<file path="src/rtl/md_pkg.sv">
// Shared definitions for the RV32M multiply/divide sequencer: funct3 encodings,
// FSM states and the fixed results of the special-case paths.
package md_pkg;

    localparam logic [2:0] MD_MUL    = 3'b000;
    localparam logic [2:0] MD_MULH   = 3'b001;
    localparam logic [2:0] MD_MULHSU = 3'b010;
    localparam logic [2:0] MD_MULHU  = 3'b011;
    localparam logic [2:0] MD_DIV    = 3'b100;
    localparam logic [2:0] MD_DIVU   = 3'b101;
    localparam logic [2:0] MD_REM    = 3'b110;
    localparam logic [2:0] MD_REMU   = 3'b111;

    localparam logic [31:0] DIV0_Q  = 32'hFFFFFFFF;
    localparam logic [31:0] INT_MIN = 32'h80000000;

    typedef enum logic [1:0] {
        S_IDLE = 2'd0,
        S_RUN  = 2'd1,
        S_FIX  = 2'd2,
        S_DONE = 2'd3
    } md_state_e;

    // rs1 is signed for MUL, MULH, MULHSU, DIV and REM.
    function automatic logic a_is_signed(input logic [2:0] op);
        return (op == MD_MUL) || (op == MD_MULH) || (op == MD_MULHSU) ||
               (op == MD_DIV) || (op == MD_REM);
    endfunction

    // rs2 is signed for MULH, DIV and REM; MULHSU treats it as unsigned.
    function automatic logic b_is_signed(input logic [2:0] op);
        return (op == MD_MULH) || (op == MD_DIV) || (op == MD_REM);
    endfunction

endpackage

</file>
<file path="src/rtl/md_addsub.sv">
// 33-bit combinational adder/subtractor; sub inverts y and injects a carry of one.
module md_addsub #(
    parameter int W = 33
) (
    input  logic [W-1:0] x_i,
    input  logic [W-1:0] y_i,
    input  logic         sub_i,
    output logic [W-1:0] s_o
);

    logic [W-1:0] y_eff;

    assign y_eff = sub_i ? ~y_i : y_i;
    assign s_o   = x_i + y_eff + {{(W-1){1'b0}}, sub_i};

endmodule

</file>
<file path="src/rtl/md_sequencer.sv">
// Iterative RV32M multiply/divide unit: 32 add/subtract steps on operand magnitudes,
// then a sign-fixup cycle, then a one-cycle done pulse with a held result.
module md_sequencer
    import md_pkg::*;
#(
    parameter int XLEN = 32
) (
    input  logic            clk_i,
    input  logic            reset_i,
    input  logic            start_i,
    input  logic [2:0]      op_i,
    input  logic [XLEN-1:0] a_i,
    input  logic [XLEN-1:0] b_i,
    output logic            busy_o,
    output logic            done_o,
    output logic [XLEN-1:0] result_o
);

    md_state_e       state_q;
    logic [2:0]      op_q;
    logic            sa_q, sb_q;
    logic [4:0]      cnt_q;
    logic [XLEN-1:0] hi_q, lo_q, mc_q;
    logic            busy_q, done_q;
    logic [XLEN-1:0] result_q;

    // Accept-side decode of the incoming request.
    logic            sa_d, sb_d;
    logic [XLEN-1:0] ma_d, mb_d;
    logic            div0_d, ovf_d;
    logic [XLEN-1:0] spec_res_d;

    assign sa_d   = a_i[XLEN-1] & a_is_signed(op_i);
    assign sb_d   = b_i[XLEN-1] & b_is_signed(op_i);
    assign ma_d   = sa_d ? -a_i : a_i;
    assign mb_d   = sb_d ? -b_i : b_i;
    assign div0_d = op_i[2] && (b_i == '0);
    assign ovf_d  = ((op_i == MD_DIV) || (op_i == MD_REM)) && (a_i == INT_MIN) && (b_i == '1);
    assign spec_res_d = div0_d ? (op_i[1] ? a_i : DIV0_Q)
                               : (op_i[1] ? '0  : INT_MIN);

    // Multiply adds the multiplicand into the high half; divide trial-subtracts
    // the divisor from the remainder shifted left by the next dividend bit.
    logic [XLEN:0] as_x, as_y, as_s;

    assign as_x = op_q[2] ? {hi_q, lo_q[XLEN-1]} : {1'b0, hi_q};
    assign as_y = {1'b0, mc_q};

    md_addsub #(.W(XLEN+1)) u_addsub (
        .x_i   (as_x),
        .y_i   (as_y),
        .sub_i (op_q[2]),
        .s_o   (as_s)
    );

    logic [XLEN:0]   mul_sum;
    logic [XLEN-1:0] step_hi_d, step_lo_d;

    always_comb begin
        mul_sum   = '0;
        step_hi_d = hi_q;
        step_lo_d = lo_q;
        if (op_q[2]) begin
            step_hi_d = as_s[XLEN] ? as_x[XLEN-1:0] : as_s[XLEN-1:0];
            step_lo_d = {lo_q[XLEN-2:0], ~as_s[XLEN]};
        end else begin
            mul_sum   = lo_q[0] ? as_s : as_x;
            step_hi_d = mul_sum[XLEN:1];
            step_lo_d = {mul_sum[0], lo_q[XLEN-1:1]};
        end
    end

    logic [2*XLEN-1:0] prod, prod_fix;
    logic [XLEN-1:0]   quo_fix, rem_fix, fix_res_d;

    assign prod     = {hi_q, lo_q};
    assign prod_fix = (sa_q ^ sb_q) ? -prod : prod;
    assign quo_fix  = (sa_q ^ sb_q) ? -lo_q : lo_q;
    assign rem_fix  = sa_q ? -hi_q : hi_q;
    assign fix_res_d = op_q[2] ? (op_q[1] ? rem_fix : quo_fix)
                               : ((op_q == MD_MUL) ? prod_fix[XLEN-1:0] : prod_fix[2*XLEN-1:XLEN]);

    always_ff @(posedge clk_i) begin
        if (reset_i) begin
            state_q  <= S_IDLE;
            op_q     <= '0;
            sa_q     <= 1'b0;
            sb_q     <= 1'b0;
            cnt_q    <= '0;
            hi_q     <= '0;
            lo_q     <= '0;
            mc_q     <= '0;
            busy_q   <= 1'b0;
            done_q   <= 1'b0;
            result_q <= '0;
        end else begin
            case (state_q)
                S_IDLE: begin
                    done_q <= 1'b0;
                    if (start_i) begin
                        op_q   <= op_i;
                        sa_q   <= sa_d;
                        sb_q   <= sb_d;
                        cnt_q  <= '0;
                        hi_q   <= '0;
                        lo_q   <= op_i[2] ? ma_d : mb_d;
                        mc_q   <= op_i[2] ? mb_d : ma_d;
                        busy_q <= 1'b1;
                        if (div0_d || ovf_d) begin
                            result_q <= spec_res_d;
                            done_q   <= 1'b1;
                            state_q  <= S_DONE;
                        end else begin
                            state_q  <= S_RUN;
                        end
                    end
                end
                S_RUN: begin
                    hi_q  <= step_hi_d;
                    lo_q  <= step_lo_d;
                    cnt_q <= cnt_q + 5'd1;
                    if (cnt_q == 5'd31) state_q <= S_FIX;
                end
                S_FIX: begin
                    result_q <= fix_res_d;
                    done_q   <= 1'b1;
                    state_q  <= S_DONE;
                end
                S_DONE: begin
                    done_q  <= 1'b0;
                    busy_q  <= 1'b0;
                    state_q <= S_IDLE;
                end
                default: state_q <= S_IDLE;
            endcase
        end
    end

    assign busy_o   = busy_q;
    assign done_o   = done_q;
    assign result_o = result_q;

endmodule

</file>
<file path="config.mk">
export PLATFORM = sky130hd
export DESIGN_NAME = md_sequencer
export DESIGN_NICKNAME = d
export VERILOG_FILES = /design/src/rtl/md_pkg.sv /design/src/rtl/md_addsub.sv /design/src/rtl/md_sequencer.sv
export SDC_FILE = /design/constraint.sdc
export NUM_CORES = 1
export LEC_CHECK = 0
export ABC_AREA = 1
export BUFFER_PORTS_ARGS = -buffer_cell sky130_fd_sc_hd__buf_2
export CORE_ASPECT_RATIO = 1.5
export CORE_MARGIN = 4
export CORE_UTILIZATION = 50
export CTS_CLUSTER_SIZE = 40
export DETAILED_ROUTE_END_ITERATION = 10
export PLACE_DENSITY = 0.67
export SLEW_MARGIN = 20
export SYNTH_ARGS = -nofsm -noshare
export SYNTH_HDL_FRONTEND = slang
export SYNTH_HIERARCHICAL = 1
export SYNTH_SLANG_ARGS = --single-unit
</file>
<file path="constraint.sdc">
create_clock -name clk_i -period 4.39 [get_ports clk_i]
set_input_delay 0.2195 -clock clk_i [delete_from_list [all_inputs] [get_ports clk_i]]
set_output_delay 0.2195 -clock clk_i [all_outputs]
set_load 0.02 [all_outputs]
</file>
==> results.json <==
{
  "num_antenna_cells": 0,
  "status": "finished, final reports clean",
  "slew_headroom_pct": 20.9,
  "crit_arrival_ns": 4.14,
  "multi_input_area_sq_um": 11800,
  "portBuffers": 103,
  "internal_power_mw": 4.90,
  "r2r-start": "op_q[2]",
  "synth_seq_area_share_pct": 17.1,
  "reg2reg_to": "hi_q[12]",
  "min_path_cells": 3,
  "dr.pass1.iters": 9,
  "ant_nets": 0,
  "wire_per_inst_um": 21.9,
  "pre_cts_ws_ns": 0.445,
  "fin_crit_sh_pct": 87.7,
  "path_class": "reg2reg",
  "cp_slowest_cell": "dfxtp_4",
  "antenna_found_initial": 2,
  "syn_inst": 3110,
  "die_x_um": 157,
  "fmax_mhz": 260,
  "leakage_nw": 9.39,
  "setup_viol": 0,
  "grt_overflow": 0,
  "grtUsageTotal_pct": 41.9,
  "start_util_pct": 50.8,
  "drc": 0,
  "drv_cap": 0,
  "fp-row-count": 81,
  "fillers": 3458,
  "worst_slack_ns": 0.541,
  "power.density_nw_per_um2": 673,
  "htree_levels": 4,
  "syn_area_sq_um": 16600,
  "clkTransAtPathRegs_ns": 0.07,
  "worstHoldStart": "start_i",
  "insertion_delay_ns": 0.45,
  "fp.dieH_um": 231,
  "combPwrFrac_pct": 70.0,
  "cts_root_buf": "clkbuf_16",
  "fin_nets": 3272,
  "required_ns": 4.68,
  "switching_share_pct": 60.1,
  "clockBufferDepth": 2,
  "avgViaCountPerCell": 5.95,
  "rsz0062_at_grt": "no",
  "wl_mm": 78.4,
  "netSwitchingPower_mw": 7.38,
  "core_sq_um": 32700,
  "slowest_delay_ns": 0.48,
  "drv_slew": 0,
  "ir_drop_v": 0.000537,
  "hpwl_mm": 62.0,
  "crit_path_cell_trace": "buf_12, o21ai_0, inv_1, fa_1, nand3b_1, nand2_1, nand3_1, nand2_1, nand2_1, nand2_2, nand2_1, nand3_1, nand2_1, clkinv_1, buf_4, a21oi_1, o21ai_0, o221ai_1, nand2_1, a21oi_1",
  "dieArea_sq_um": 36300,
  "path_max_fanout": 62,
  "worstSetupEndpointType": "flip-flop",
  "avgSynthCellArea_sq_um": 5.35,
  "whs_endpoint": "done_o",
  "vias": 21300,
  "seqPwrFrac_pct": 17.6,
  "clock-sinks": 142,
  "ys_seq_elements": 142,
  "grt_first_pass_wirelength_mm": 116,
  "synth_warnings": 6,
  "drive_above_1_share_pct": 8.70,
  "cp_common_cell": "nand2_1",
  "clkPwrFrac_pct": 12.3,
  "area_growth_pct": 9.74,
  "tightest_slew_ns": 1.18,
  "finalHoldViolCount": 0,
  "cts_buffers": 17,
  "r2r_cells": 20,
  "worst_setup_path_start_kind": "flip-flop",
  "drt_iter0_markers": 2680,
  "register_area_sq_um": 2850,
  "fin_skew_ns": 0.0164,
  "ys_types": 42,
  "finalSetupTns_ns": 0,
  "cts_tree": "built",
  "holdCritPathClass": "in2reg",
  "ios": 104,
  "grt_pass1_vias": 19900,
  "cts_hold_buf": 0,
  "finalWorstPathRequiredPeriod_ns": 3.85,
  "syn_nets": 3224,
  "globalplace.congestion": 1.10,
  "r2r_slack_ns": 0.54,
  "grt_max_degree": 80
}
[cell usage in the layout (no fill, tap or decap), types with 43 or more instances in the layout]
cell     netlist  routed
nand2_1     1006    1006
inv_1        363     363
nand3_1      312     312
nor2_1       295     294
a21oi_1      243     243
o21ai_0      224     224
dfxtp_1      142     141
buf_2         19     103
xor2_1        90      89
buf_4          5      66
ha_1          43      43
[state kept, by name, summed over array words and instances, names as in the netlist, 2 cells and up]
name,cells
cnt_q,5
hi_q,32
lo_q,32
mc_q,32
op_q,3
result_o,32
state_q,2
[critical path: cells and delay by family (launching register included)]
| kind | cells | cell delay (ns) |
|---|---|---|
| buffers and inverters | 4 | 0.88 |
| flip-flops | 1 | 0.48 |
| AO/OA/AOI/OAI | 5 | 0.75 |
| adder cells (fa/ha/maj) | 1 | 0.47 |
| AND/OR/NAND/NOR | 10 | 1.08 |
[power groups by stage]
stage | clock network, mW | logic [mW] | registers, mW
final | 1.51 | 8.60 | 2.16
after floorplan | 0 | 5.56 | 2.06
after global routing | 1.56 | 9.31 | 2.19
after detailed placement | 0 | 8.18 | 2.18
after CTS | 1.51 | 8.22 | 2.15
after global placement | 0 | 8.11 | 2.18
[worst max-delay path by stage]
stage	startpoint	to	slack, ns	cells past startpoint
global placement	op_q[2]	hi_q[27]	0.56	21
detailed placement	op_q[2]	hi_q[12]	0.45	21
CTS	op_q[2]	hi_q[12]	0.44	21
floorplan	op_q[2]	hi_q[1]	0.96	24
global route	op_q[2]	hi_q[9]	0.15	20
finish	op_q[2]	hi_q[12]	0.54	20
[what timing repair did]
item                       CTS  global route
setup endpoints to repair    0             3
resized for setup            0             0
buffers inserted             0             1
[cell usage after synthesis (all sizes together)]
library cell | n | share of area [%]
xnor2 | 7 | 0.37
fa | 1 | 0.12
nand4 | 29 | 1.1
o211ai | 19 | 0.86
a211oi | 3 | 0.14
o21ai | 232 | 7.0
dfxtp | 142 | 17
nand3b | 3 | 0.14
o21bai | 23 | 1.0
a22oi | 3 | 0.14
nand2 | 1024 | 23
ha | 43 | 3.2
clkinv | 3 | 0.068
conb | 1 | 0.023
nor2 | 306 | 7.1
inv | 376 | 8.5
nor3b | 1 | 0.045
o221ai | 33 | 1.7
nor3 | 30 | 1.2
xor2 | 90 | 4.7
buf | 45 | 1.3
o22ai | 1 | 0.038
or2 | 13 | 0.49
a21oi | 246 | 7.5
nand3 | 317 | 9.7
a31oi | 18 | 0.68
clkbuf | 97 | 2.2
nor4 | 3 | 0.11
and2 | 1 | 0.053
[final cells by class]
cell class,count,share of cell area (%)
Clock buffer,19,2.37
Clock inverter,13,0.850
Inverter,379,7.80
Multi-Input combinational cell,2447,64.8
Sequential cell,142,15.6
Tap cell,415,2.85
Timing Repair Buffer,171,5.76
[metrics by stage]
step	cell area, sq um	hold slack [ns]	power, mW	util [%]	cells
3_3_place_gp	17600	0.451	10.3	53.9	3553
6_report	18200	0.0714	12.3	55.7	3586
3_5_place_dp	17600	0.452	10.4	53.9	3553
2_1_floorplan	16600	0.368	7.62	-	3110
4_1_cts	18200	0.0712	11.9	55.7	3585
5_1_grt	18200	0.0958	13.1	55.7	3586
[cell families (layout without fill, tap and decap cells)]
family | Yosys count | count (layout) | share of synthesized area, %
fa+ha+maj | 44 | 44 | 3.36
other cells | 1 | 1 | 0.0226
simple gates | 1727 | 1727 | 43.3
xor+xnor | 97 | 97 | 5.11
flops | 142 | 142 | 17.1
compound gates | 578 | 578 | 19.1
buf+inv | 521 | 582 | 12.0
[metal layers]
metal / GRT usage [%] / vias to the layer above / share of wire [%]
li1: - / 10100 / -
met1: 46.9 / 9559 / 35
met2: 67.7 / 1305 / 45
met3: 9.10 / 346 / 9.6
met4: 34.2 / 0 / 10
met5: 0 / - / 0
No activity file was read; power rests on OpenSTA's default activity.
